File: config.mk
export PLATFORM = sky130hd
export DESIGN_NAME = icb_flash_copier
export DESIGN_NICKNAME = d
export VERILOG_FILES = /design/src/rtl/icb_flash_copier.sv
export SDC_FILE = /design/constraint.sdc
export NUM_CORES = 1
export LEC_CHECK = 0
export BUFFER_PORTS_ARGS = -buffer_cell sky130_fd_sc_hd__buf_2
export CAP_MARGIN = 0
export CORE_MARGIN = 2
export CORE_UTILIZATION = 53
export DETAILED_ROUTE_END_ITERATION = 8
export GPL_ROUTABILITY_DRIVEN = 0
export PLACE_DENSITY_LB_ADDON = 0.1
export SYNTH_ARGS = -nofsm -noshare
export SYNTH_HDL_FRONTEND = slang
export SYNTH_SLANG_ARGS = --single-unit
File: constraint.sdc
create_clock -name clk -period 2.6 [get_ports clk]
set_clock_uncertainty 0.1 [all_clocks]
set_input_delay 0.26 -clock clk [delete_from_list [all_inputs] [get_ports clk]]
set_output_delay 0.26 -clock clk [all_outputs]
set_load 0.02 [all_outputs]
File: src/rtl/icb_flash_copier.sv
`default_nettype none
// ============================================================================
// Module   : icb_flash_copier
// Brief    : Word-by-word memory copier over a single ICB master port.
//            Each word is read from src, then written to dst. Only one ICB
//            transaction is outstanding at a time.
// Revision : 1.0 - initial release
// ============================================================================
module icb_flash_copier #(
    parameter int LEN_W = 16
) (
    input  logic             clk,
    input  logic             rst,
    input  logic             start,
    input  logic [31:0]      src_addr,
    input  logic [31:0]      dst_addr,
    input  logic [LEN_W-1:0] len_words,
    output logic             busy,
    output logic             done,
    output logic             err,
    output logic             icb_cmd_valid,
    input  logic             icb_cmd_ready,
    output logic [31:0]      icb_cmd_addr,
    output logic             icb_cmd_read,
    output logic [31:0]      icb_cmd_wdata,
    output logic [3:0]       icb_cmd_wmask,
    input  logic             icb_rsp_valid,
    output logic             icb_rsp_ready,
    input  logic [31:0]      icb_rsp_rdata,
    input  logic             icb_rsp_err
);

    typedef enum logic [2:0] {
        ST_IDLE   = 3'd0,
        ST_RD_CMD = 3'd1,
        ST_RD_RSP = 3'd2,
        ST_WR_CMD = 3'd3,
        ST_WR_RSP = 3'd4,
        ST_FIN    = 3'd5
    } state_t;

    state_t           r_state;
    state_t           w_state_nxt;
    logic [31:0]      r_src;
    logic [31:0]      r_dst;
    logic [31:0]      r_data;
    logic [LEN_W-1:0] r_count;
    logic             r_err;

    logic w_load;       // accepted start with a non-zero length
    logic w_clr_err;    // any accepted start clears the sticky error
    logic w_rd_take;    // read response consumed this cycle
    logic w_wr_take;    // write response consumed this cycle
    logic w_rd_ok;
    logic w_wr_ok;
    logic w_set_err;
    logic w_last;

    assign w_last = (r_count == LEN_W'(1));
    assign err    = r_err;

    // State register
    always_ff @(posedge clk) begin
        if (rst) begin
            r_state <= ST_IDLE;
        end else begin
            r_state <= w_state_nxt;
        end
    end

    // Next-state decode, ICB command/response drive and datapath strobes
    always_comb begin
        w_state_nxt   = r_state;
        w_load        = 1'b0;
        w_clr_err     = 1'b0;
        w_rd_take     = 1'b0;
        w_wr_take     = 1'b0;
        w_rd_ok       = 1'b0;
        w_wr_ok       = 1'b0;
        w_set_err     = 1'b0;
        busy          = 1'b0;
        done          = 1'b0;
        icb_cmd_valid = 1'b0;
        icb_cmd_addr  = '0;
        icb_cmd_read  = 1'b0;
        icb_cmd_wdata = '0;
        icb_cmd_wmask = 4'h0;
        icb_rsp_ready = 1'b0;

        case (r_state)
            ST_IDLE: begin
                if (start) begin
                    w_clr_err = 1'b1;
                    if (len_words == '0) begin
                        w_state_nxt = ST_FIN;
                    end else begin
                        w_load      = 1'b1;
                        w_state_nxt = ST_RD_CMD;
                    end
                end
            end
            ST_RD_CMD: begin
                busy          = 1'b1;
                icb_rsp_ready = 1'b1;
                icb_cmd_valid = 1'b1;
                icb_cmd_read  = 1'b1;
                icb_cmd_addr  = r_src;
                // A response seen without our handshake cannot belong to us
                if (icb_cmd_ready) begin
                    if (icb_rsp_valid) begin
                        w_rd_take = 1'b1;
                    end else begin
                        w_state_nxt = ST_RD_RSP;
                    end
                end
            end
            ST_RD_RSP: begin
                busy          = 1'b1;
                icb_rsp_ready = 1'b1;
                w_rd_take     = icb_rsp_valid;
            end
            ST_WR_CMD: begin
                busy          = 1'b1;
                icb_rsp_ready = 1'b1;
                icb_cmd_valid = 1'b1;
                icb_cmd_addr  = r_dst;
                icb_cmd_wdata = r_data;
                icb_cmd_wmask = 4'hF;
                if (icb_cmd_ready) begin
                    if (icb_rsp_valid) begin
                        w_wr_take = 1'b1;
                    end else begin
                        w_state_nxt = ST_WR_RSP;
                    end
                end
            end
            ST_WR_RSP: begin
                busy          = 1'b1;
                icb_rsp_ready = 1'b1;
                w_wr_take     = icb_rsp_valid;
            end
            ST_FIN: begin
                done        = 1'b1;
                w_state_nxt = ST_IDLE;
            end
            default: begin
                w_state_nxt = ST_IDLE;
            end
        endcase

        // Response resolution is shared by the command and response states
        if (w_rd_take) begin
            if (icb_rsp_err) begin
                w_set_err   = 1'b1;
                w_state_nxt = ST_FIN;
            end else begin
                w_rd_ok     = 1'b1;
                w_state_nxt = ST_WR_CMD;
            end
        end
        if (w_wr_take) begin
            if (icb_rsp_err) begin
                w_set_err   = 1'b1;
                w_state_nxt = ST_FIN;
            end else begin
                w_wr_ok     = 1'b1;
                w_state_nxt = w_last ? ST_FIN : ST_RD_CMD;
            end
        end
    end

    // Address pointers, remaining count, data buffer and sticky error
    always_ff @(posedge clk) begin
        if (rst) begin
            r_src   <= '0;
            r_dst   <= '0;
            r_count <= '0;
            r_data  <= '0;
            r_err   <= 1'b0;
        end else begin
            if (w_load) begin
                r_src   <= src_addr & 32'hFFFF_FFFC;
                r_dst   <= dst_addr & 32'hFFFF_FFFC;
                r_count <= len_words;
            end
            if (w_rd_ok) begin
                r_data <= icb_rsp_rdata;
            end
            if (w_wr_ok) begin
                r_src   <= r_src + 32'd4;
                r_dst   <= r_dst + 32'd4;
                r_count <= r_count - LEN_W'(1);
            end
            if (w_clr_err) begin
                r_err <= 1'b0;
            end else if (w_set_err) begin
                r_err <= 1'b1;
            end
        end
    end

endmodule
`default_nettype wire

# [Word-level counts from Yosys, hierarchy flattened]
# Index checks and enable logic that the tools add are counted.
# Widths: inputs -> output; s select.
[classes] n_eq_ne=12 n_reduce_logical=8 add_sub_neg=3 mux=41
[ops] op="$mux 32" n=5
[ops] op="$add 32x3->32 const B" n=2
[ops] op="$pmux 32 s2" n=1
[ops] op="$mux 3" n=11
[ops] op="$mux 16" n=2
[ops] op="$ne 4x4->1 const B" n=5
[ops] op="$mux 1" n=18
[ops] op="$eq 16x1->1 const B" n=1
[ops] op="$logic_not 16->1" n=1
[ops] op="$sub 16x1->16 const B" n=1
[ops] op="$pmux 3 s4" n=1
[ops] op="$eq 3x2->1 const B" n=2
[ops] op="$eq 3x3->1 const B" n=2
[ops] op="$reduce_and 6->1" n=1
[ops] op="$reduce_or 2->1" n=3
[ops] op="$mux 4" n=1
[ops] op="$pmux 1 s2" n=2
[ops] op="$reduce_or 4->1" n=1
[ops] op="$eq 3x1->1 const B" n=1
[ops] op="$logic_not 3->1" n=1
[ops] op="$ne 3x1->1 const B" n=1
[ops] op="$reduce_bool 2->1" n=1
[word_totals] wordCells=70 ff_bits=116 output_inout_bits=74

# [Depth between registers and ports, before layout]
# Gate-level depths: netlist of run 1.
[depth] word_depth=6 mapped_depth=9 mapped_depth_nobuf=7

# [Least setup slack after synthesis of run 1]
# No wires, ideal clock.
[synth_path] kind="flip-flop to output port" startpoint="reg r_state[1]" endpoint="out icb_cmd_addr[12]" n_path_buf=4 slack_ns=0.430 t_required_ns=2.240 arrival_time_ns=1.810 path_stages_with_launch=7 cell_sequence="dfxtp_1 buf_2 clkbuf_1 clkbuf_1 buf_2 mux2i_1 nor2_1"
[synth_between] elab_chain_cells=2 word_cells_on_any_way=3 cone_classes="eq/ne (2); mux (1)"
[synth_rtl] element="from (decl)" line_no="42" text="state_t r_state;"
[synth_rtl] element="from (signal assigned)" line_no="67" text="r_state <= w_state_nxt;"
[synth_rtl] element="$eq 3x2->1 / $eq 3x1->1 (equally long branches)" line_no="90" text="case (r_state)"
[synth_rtl] element="$pmux 32 s2 (*)" line_no="90"
[synth_rtl] element="to (decl)" line_no="23" text="output logic [31:0] icb_cmd_addr,"
# Every way passes the cells marked *; elsewhere a longest branch is shown, timed or not.

# [Worst setup path after layout of run 1]
[layout_path] startpoint="reg r_state[1]" endpoint="out icb_cmd_addr[16]"
# The elaborated chain is that of the path after synthesis.

==> impl_results.md, run 1 <==
* DIE AREA at 0.0133 mm^2
* Fin. Hold Viols at 0
* Initial DRT Pass Iterations at 5
* Max-slew violations at 0
* GRT Overall Usage at 0.295
* # DRC at 0
* N_diodes at 0
* Net Sw Frac at 0.382
* CP Class: reg -> out
* Antenna violations before repair at 0
* # rows at 40
* Status: completed
* Origin of the worst setup path: r_state[1]$_SDFFE_PP0P_
* Comb power frac at 0.354
* Routed WL per cell at 16.7 um
* Area after DPL at 0.00772 mm^2
* Synth top cells by count: 128 x nand2_1, 112 x dfxtp_1, 83 x nor2_1
* Port-buffer cells at 185
* Final Cycle Share at 0.964
* CTS Buf Count at 9
* Clock buffer depth at 2
* Crit path capture type: output pin
* H-tree Lvls at 3
* Cells after synthesis at 867
* Top-area cell type share of the netlist area at 0.342
* Clk_lat worst skew at 0.36 ns
* Sequential area share after synthesis at 0.342
* HP Class: in -> reg
* Fillers at 1136
* Vias post-DR at 7228
* Vias/cell at 6.02
* Critical Path AT at 2.15 ns
* Max Fclk at 399 MHz
* Crit-path max cell delay at 0.66 ns
* Total congestion overflow at 0
* P_sw at 2.34 mW
* Synth area leaders: dfxtp_1 34%, nand2_1 7.3%, a21oi_1 5.2%
* Worst reg2reg path startpoint: r_state[0]$_SDFFE_PP0P_
* Routed WL at 20.0 mm
* Pre-CTS setup slack at 0.255 ns
* Final #Nets at 1150
* Design area at 0.00806 mm^2
* Post-Syn Area at 0.00656 mm^2
* DRT iter0 DRCs at 701
* Layout cells sized above 1 at 0.248
* Clk network pwr share at 0.256
* Max-cap check violation count at 0
* Final setup viols at 0
* Crit path launch type: flip-flop
* CTS root buf: clkbuf_16
* Internal Power at 3.78 mW
* Final worst slack at 0.0937 ns
* Die X at 115 um
* Core footprint at 0.0121 mm^2
* Leak at 3.26 nW
* Avg Inst Size Synth at 7.56 um^2
* CP max stage cell: buf_4
* Measured slew at the worst slew-check pin at 0.792 ns
* Setup_tns at 0 ns
* Sequential Power Share at 0.390
* Total power at 6.13 mW
* HP Start: icb_rsp_rdata[7]
* Count leader, synth: nand2_1
* PwrDens at 760 mW/mm^2
* Crit-path max FO at 64
* Number of nets still failing antenna checks after routing at 0
* FF+latch count, synth at 112
* Number of flops mapped to enable cells by yosys at 0
* Required time worst endpoint at 2.24 ns
* Main synth FF type: dfxtp_1
* Ys Warns at 0
* RSZ-0062 raised after global routing: false
* Synthesis-to-layout area growth at 23.0%
* Relative slew slack at 0.472
* Sink Count at 112
* Crit path buffers/inverters at 2
* Critical-path cell list: buf_4 > mux2i_1 > nor2_1 > buf_2
* Clock transition at the registers of the reported paths at 0.07 ns
* Detailed Place HPWL at 14.2 mm
* Initial core utilization at 0.543
* Top delay family on crit path: buffers and inverters
* CTS tree: done
* Fin crit period at 2.51 ns
* IO Pins at 192
* Post-synth cell types at 68
* Async SR Flop Fraction at 0
* First-pass GRT wire length at 31.5 mm
* VDD IR max at 0.000534 V
* Yosys top cell by area: dfxtp_1
* Die H at 115 um
* Vias in the first global route at 6371
* Pin count of the biggest net entering global routing at 65
* Hold slack at 0.0393 ns
-- cell usage in the layout (no fill, tap or decap), types with 4 or more instances in the layout --
| cell type | count |
|---|---|
| a2111oi_0 | 7 |
| a211oi_1 | 10 |
| a21oi_1 | 68 |
| a221oi_1 | 7 |
| a22oi_1 | 7 |
| a2bb2oi_1 | 5 |
| a311oi_1 | 6 |
| a31oi_1 | 32 |
| and2_1 | 7 |
| and3_1 | 45 |
| and4_1 | 6 |
| buf_2 | 184 |
| buf_4 | 34 |
| clkbuf_16 | 9 |
| dfxtp_1 | 111 |
| ha_1 | 4 |
| inv_1 | 11 |
| mux2i_1 | 31 |
| nand2_1 | 128 |
| nand3_1 | 20 |
| nand4_1 | 20 |
| nor2_1 | 82 |
| nor2b_1 | 4 |
| nor3_1 | 27 |
| nor4_1 | 17 |
| nor4b_1 | 4 |
| o211ai_1 | 18 |
| o21ai_0 | 25 |
| o221ai_1 | 5 |
| o22ai_1 | 4 |
| o311ai_0 | 6 |
| or3_1 | 18 |
| or4_1 | 6 |
-- state kept, by name (all words and copies together), names as in the netlist --
signal and flops:
err 1, r_count 16, r_dst 30, r_state 3, r_data 32, r_src 30
-- power groups by stage --
stage | Sequential (mW) | Clock, mW | Combinational [mW]
6_report | 2.39 | 1.57 | 2.17
5_1_grt | 2.43 | 1.63 | 2.37
4_1_cts | 2.37 | 1.58 | 2.16
3_5_place_dp | 2.41 | 0 | 2.15
3_3_place_gp | 2.40 | 0 | 2.14
2_1_floorplan | 2.27 | 0 | 1.59
-- final cells by class --
type,count,area (um^2),share of cell area
multi-input cells,672,3990,0.495
flip-flops and latches,112,2240,0.278
repair buffers,221,1240,0.153
clock buffers,14,274,0.0340
well taps,168,210,0.0261
clock inverters,2,60.1,0.00745
inverters,12,45.0,0.00559
-- worst min-delay path: stages --
cell and delay [ns]:
buf_2 0.09, nand2_1 0.04, a21oi_1 0.05
-- cells by family (layout without fill, tap and decap cells) --
logic type,Yosys count,in the layout,synth area share
simple gates,406,406,0.312
compound gates,224,224,0.229
flops,112,112,0.342
buf+inv,84,249,0.0536
mux,34,34,0.0525
fa+ha+maj,4,4,0.00764
xor+xnor,2,2,0.00267
other cells,1,2,0.000572
-- through the flow --
| stage | util | instances |
|---|---|---|
| finish | 0.668 | 1201 |
| global route | 0.668 | 1201 |
| CTS | 0.668 | 1201 |
| detailed placement | 0.640 | 1185 |
| global placement | 0.640 | 1185 |
| floorplan | - | 868 |
-- timing repair --
item,in CTS,in global routing
endpoints found under the hold margin,0,0
resized for setup,0,1
endpoints found under the setup margin,0,1
hold buffers,0,0
setup buffers,0,0
-- per-layer routing --
metal / vias to the layer above / global-route usage / share of wire
met2: 320 / 0.461 / 0.45
met1: 3330 / 0.421 / 0.45
met4: 0 / 0.104 / 0.020
met5: - / 0 / 0
li1: 3545 / - / -
met3: 33 / 0.0390 / 0.075
-- final timing paths --
check	slack [ns]	endpoint	cells past startpoint
worst max-delay path	0.09	icb_cmd_addr[16]	4
worst min-delay path	0.04	r_data[7]$_SDFFE_PP0P_	3
worst max register to register	0.23	r_dst[13]$_SDFFE_PP0P_	6
worst min register to register	0.35	r_data[18]$_SDFFE_PP0P_	2
Note: power is estimated with default switching activity, not from simulation.
==> inputs of run 2 (changes only) <==
--- a/config.mk
+++ b/config.mk
@@ -9,9 +9,11 @@
 export CAP_MARGIN = 0
 export CORE_MARGIN = 2
 export CORE_UTILIZATION = 53
+export CTS_BUF_LIST = sky130_fd_sc_hd__clkbuf_8 sky130_fd_sc_hd__clkbuf_16
 export DETAILED_ROUTE_END_ITERATION = 8
 export GPL_ROUTABILITY_DRIVEN = 0
 export PLACE_DENSITY_LB_ADDON = 0.1
+export SETUP_SLACK_MARGIN = 0.02
 export SYNTH_ARGS = -nofsm -noshare
 export SYNTH_HDL_FRONTEND = slang
 export SYNTH_SLANG_ARGS = --single-unit
==> run 2 against run 1 <==
Critical path depth grew 2. Count of clock-buffer cells in the layout shrank 2. Hold slack gained 0.00050 ns. Largest cell class unchanged. Utilization is essentially flat.
==> impl_results.md, run 2 (same netlist as run 1, synthesis figures left out) <==
* Status: completed (unchanged)
* Clock buffer depth at 2 (unchanged)
* Initial core utilization at 0.543 (unchanged)
* Hold buffers post-CTS at 0 (unchanged)
* Total congestion overflow at 0 (unchanged)
* Final Cycle Share at 0.914 (was 0.964)
* Commonest non-fill, non-tap cell in the layout: buf_2 (unchanged)
* Required time worst endpoint at 2.78 ns (was 2.24 ns)
* Sink Count at 112 (unchanged)
* Final worst slack at 0.224 ns (was 0.0937 ns)
* Design area at 0.00806 mm^2 (about the same)
* First-pass GRT wire length at 31.5 mm (unchanged)
* Placed Cells at 1185 (unchanged)
* Resized cells post-CTS at 0 (unchanged)
* CTS root buf: clkbuf_16 (unchanged)
* N_diodes at 0 (unchanged)
* # DRC at 0 (unchanged)
* Routed WL at 20.0 mm (about the same)
* Measured slew at the worst slew-check pin at 0.615 ns (was 0.792 ns)
* CTS Buf Count at 9 (unchanged)
* Crit-path max FO at 15 (was 64)
* Synthesis-to-layout area growth at 23.0% (about the same)
* Fin crit period at 2.38 ns (was 2.51 ns)
* DRT iter0 DRCs at 703 (was 701)
* Antenna violations before repair at 0 (unchanged)
* Leak at 3.27 nW (was 3.26 nW)
* Relative slew slack at 0.590 (was 0.472)
* Initial DRT Pass Iterations at 5 (unchanged)
* Max-cap check violation count at 0 (unchanged)
* RSZ-0062 raised after global routing: false (unchanged)
* Reg with most FFs: r_data (unchanged)
* Layout cells sized above 1 at 0.248 (unchanged)
* Final Non-Filler Cells at 1201 (unchanged)
* Crit-path max cell delay at 0.54 ns (was 0.66 ns)
* Vias post-DR at 7216 (was 7228)
* Vias/cell at 6.01 (was 6.02)
* Total power at 6.12 mW (was 6.13 mW)
* Final core occ at 0.669 (was 0.668)
* Routed WL per cell at 16.6 um (was 16.7 um)
* PwrDens at 759 mW/mm^2 (was 760 mW/mm^2)
* Pin count of the biggest net entering global routing at 65 (unchanged)
* Max FFs per register at 32 (unchanged)
* HP Class: in -> reg (unchanged)
* Critical Path AT at 2.56 ns (was 2.15 ns)
* Number of nets still failing antenna checks after routing at 0 (unchanged)
* CTS tree: done (unchanged)
* Flop2flop setup slack at 0.22 ns (was 0.23 ns)
* DIE AREA at 0.0133 mm^2 (unchanged)
* H-tree Lvls at 3 (unchanged)
* Vias in the first global route at 6371 (unchanged)
* IO Pins at 192 (unchanged)
* Fillers at 1136 (unchanged)
* Cell mode on critical path: or3_1
* Die H at 115 um (unchanged)
* Regs by FF count: r_data x32, r_dst x30, r_src x30 (unchanged)
* Pre-CTS setup slack at 0.255 ns (unchanged)
* Fin. Hold Viols at 0 (unchanged)
* Core footprint at 0.0121 mm^2 (unchanged)
* Port-buffer cells at 185 (unchanged)
* Max-slew violations at 0 (unchanged)
* # rows at 40 (unchanged)
* Crit path launch type: flip-flop (unchanged)
* Setup_tns at 0 ns (unchanged)
* GRT Overall Usage at 0.295 (unchanged)
* Clk_lat worst skew at 0.36 ns (about the same)
* Post CTS Setup Buffer Count at 0 (unchanged)
* Max Fclk at 421 MHz (was 399 MHz)
* Crit path capture type: flip-flop (was output pin)
* Area after DPL at 0.00772 mm^2 (unchanged)
* Detailed Place HPWL at 14.2 mm (unchanged)
* Final #Nets at 1150 (unchanged)
* Final setup viols at 0 (unchanged)
* VDD IR max at 0.000535 V (was 0.000534 V)
* Hold slack at 0.0398 ns (was 0.0393 ns)
* Die X at 115 um (unchanged)
* Clock transition at the registers of the reported paths at 0.08 ns (was 0.07 ns)
* Critical-path cell list: and4b_1 > o21ai_2 > buf_4 > or3_1 > or3_1 > a31oi_1 (was buf_4 > mux2i_1 > nor2_1 > buf_2)
* Most frequent cells in the layout: 184 x buf_2, 128 x nand2_1, 111 x dfxtp_1 (unchanged)
* CP Class: reg -> reg (was reg -> out)
* CP max stage cell: dfxtp_1 (was buf_4)
[run 2: cell count changes in the layout (fill, tap and decap cells not counted)]
cell | before | now
clkbuf_1 | 2 | 0
inv_1 | 11 | 13
buf_4 | 34 | 33
buf_6 | 0 | 1
[run 2: worst paths after layout]
path                      startpoint                 endpoint  cells after the start
max reg2reg  r_state[0]$_SDFFE_PP0P_   r_dst[13]$_SDFFE_PP0P_                      6
min reg2reg  r_data[18]$_SDFFE_PP0P_  r_data[18]$_SDFFE_PP0P_                      2
max          r_state[0]$_SDFFE_PP0P_   r_dst[13]$_SDFFE_PP0P_                      6
min                 icb_rsp_rdata[7]   r_data[7]$_SDFFE_PP0P_                      3
[run 2: final cells by class]
class                           instances  area (um^2)  area share
Multi-Input combinational cell        672         3990       0.495
Tap cell                              168          210      0.0261
Sequential cell                       112         2240       0.278
Clock buffer                           12          267      0.0330
Timing Repair Buffer                  221         1240       0.154
Clock inverter                          4         67.6     0.00838
Inverter                               12         45.0     0.00559
[run 2: where the power goes]
group | switching [mW] | total [mW] | leakage, nW | internal (mW)
registers | 0.380 | 2.39 | 0.917 | 2.01
clock network | 0.638 | 1.56 | 0.171 | 0.918
logic | 1.32 | 2.17 | 2.18 | 0.849
total | 2.34 | 6.12 | 3.27 | 3.78
[run 2: routing by layer]
metal | vias up | wire length, um | global-route usage
met5 | - | 0 | 0
met4 | 0 | 361 | 0.104
met3 | 27 | 1510 | 0.0390
met2 | 323 | 9100 | 0.461
met1 | 3325 | 9000 | 0.421
li1 | 3541 | - | -
[run 2: critical path, delay by kind of cell (launching register included)]
family	cells	cell delay [ns]
flip-flops	1	0.54
AND/OR/NAND/NOR	3	1.11
AO/OA/AOI/OAI	2	0.31
buffers and inverters	1	0.23
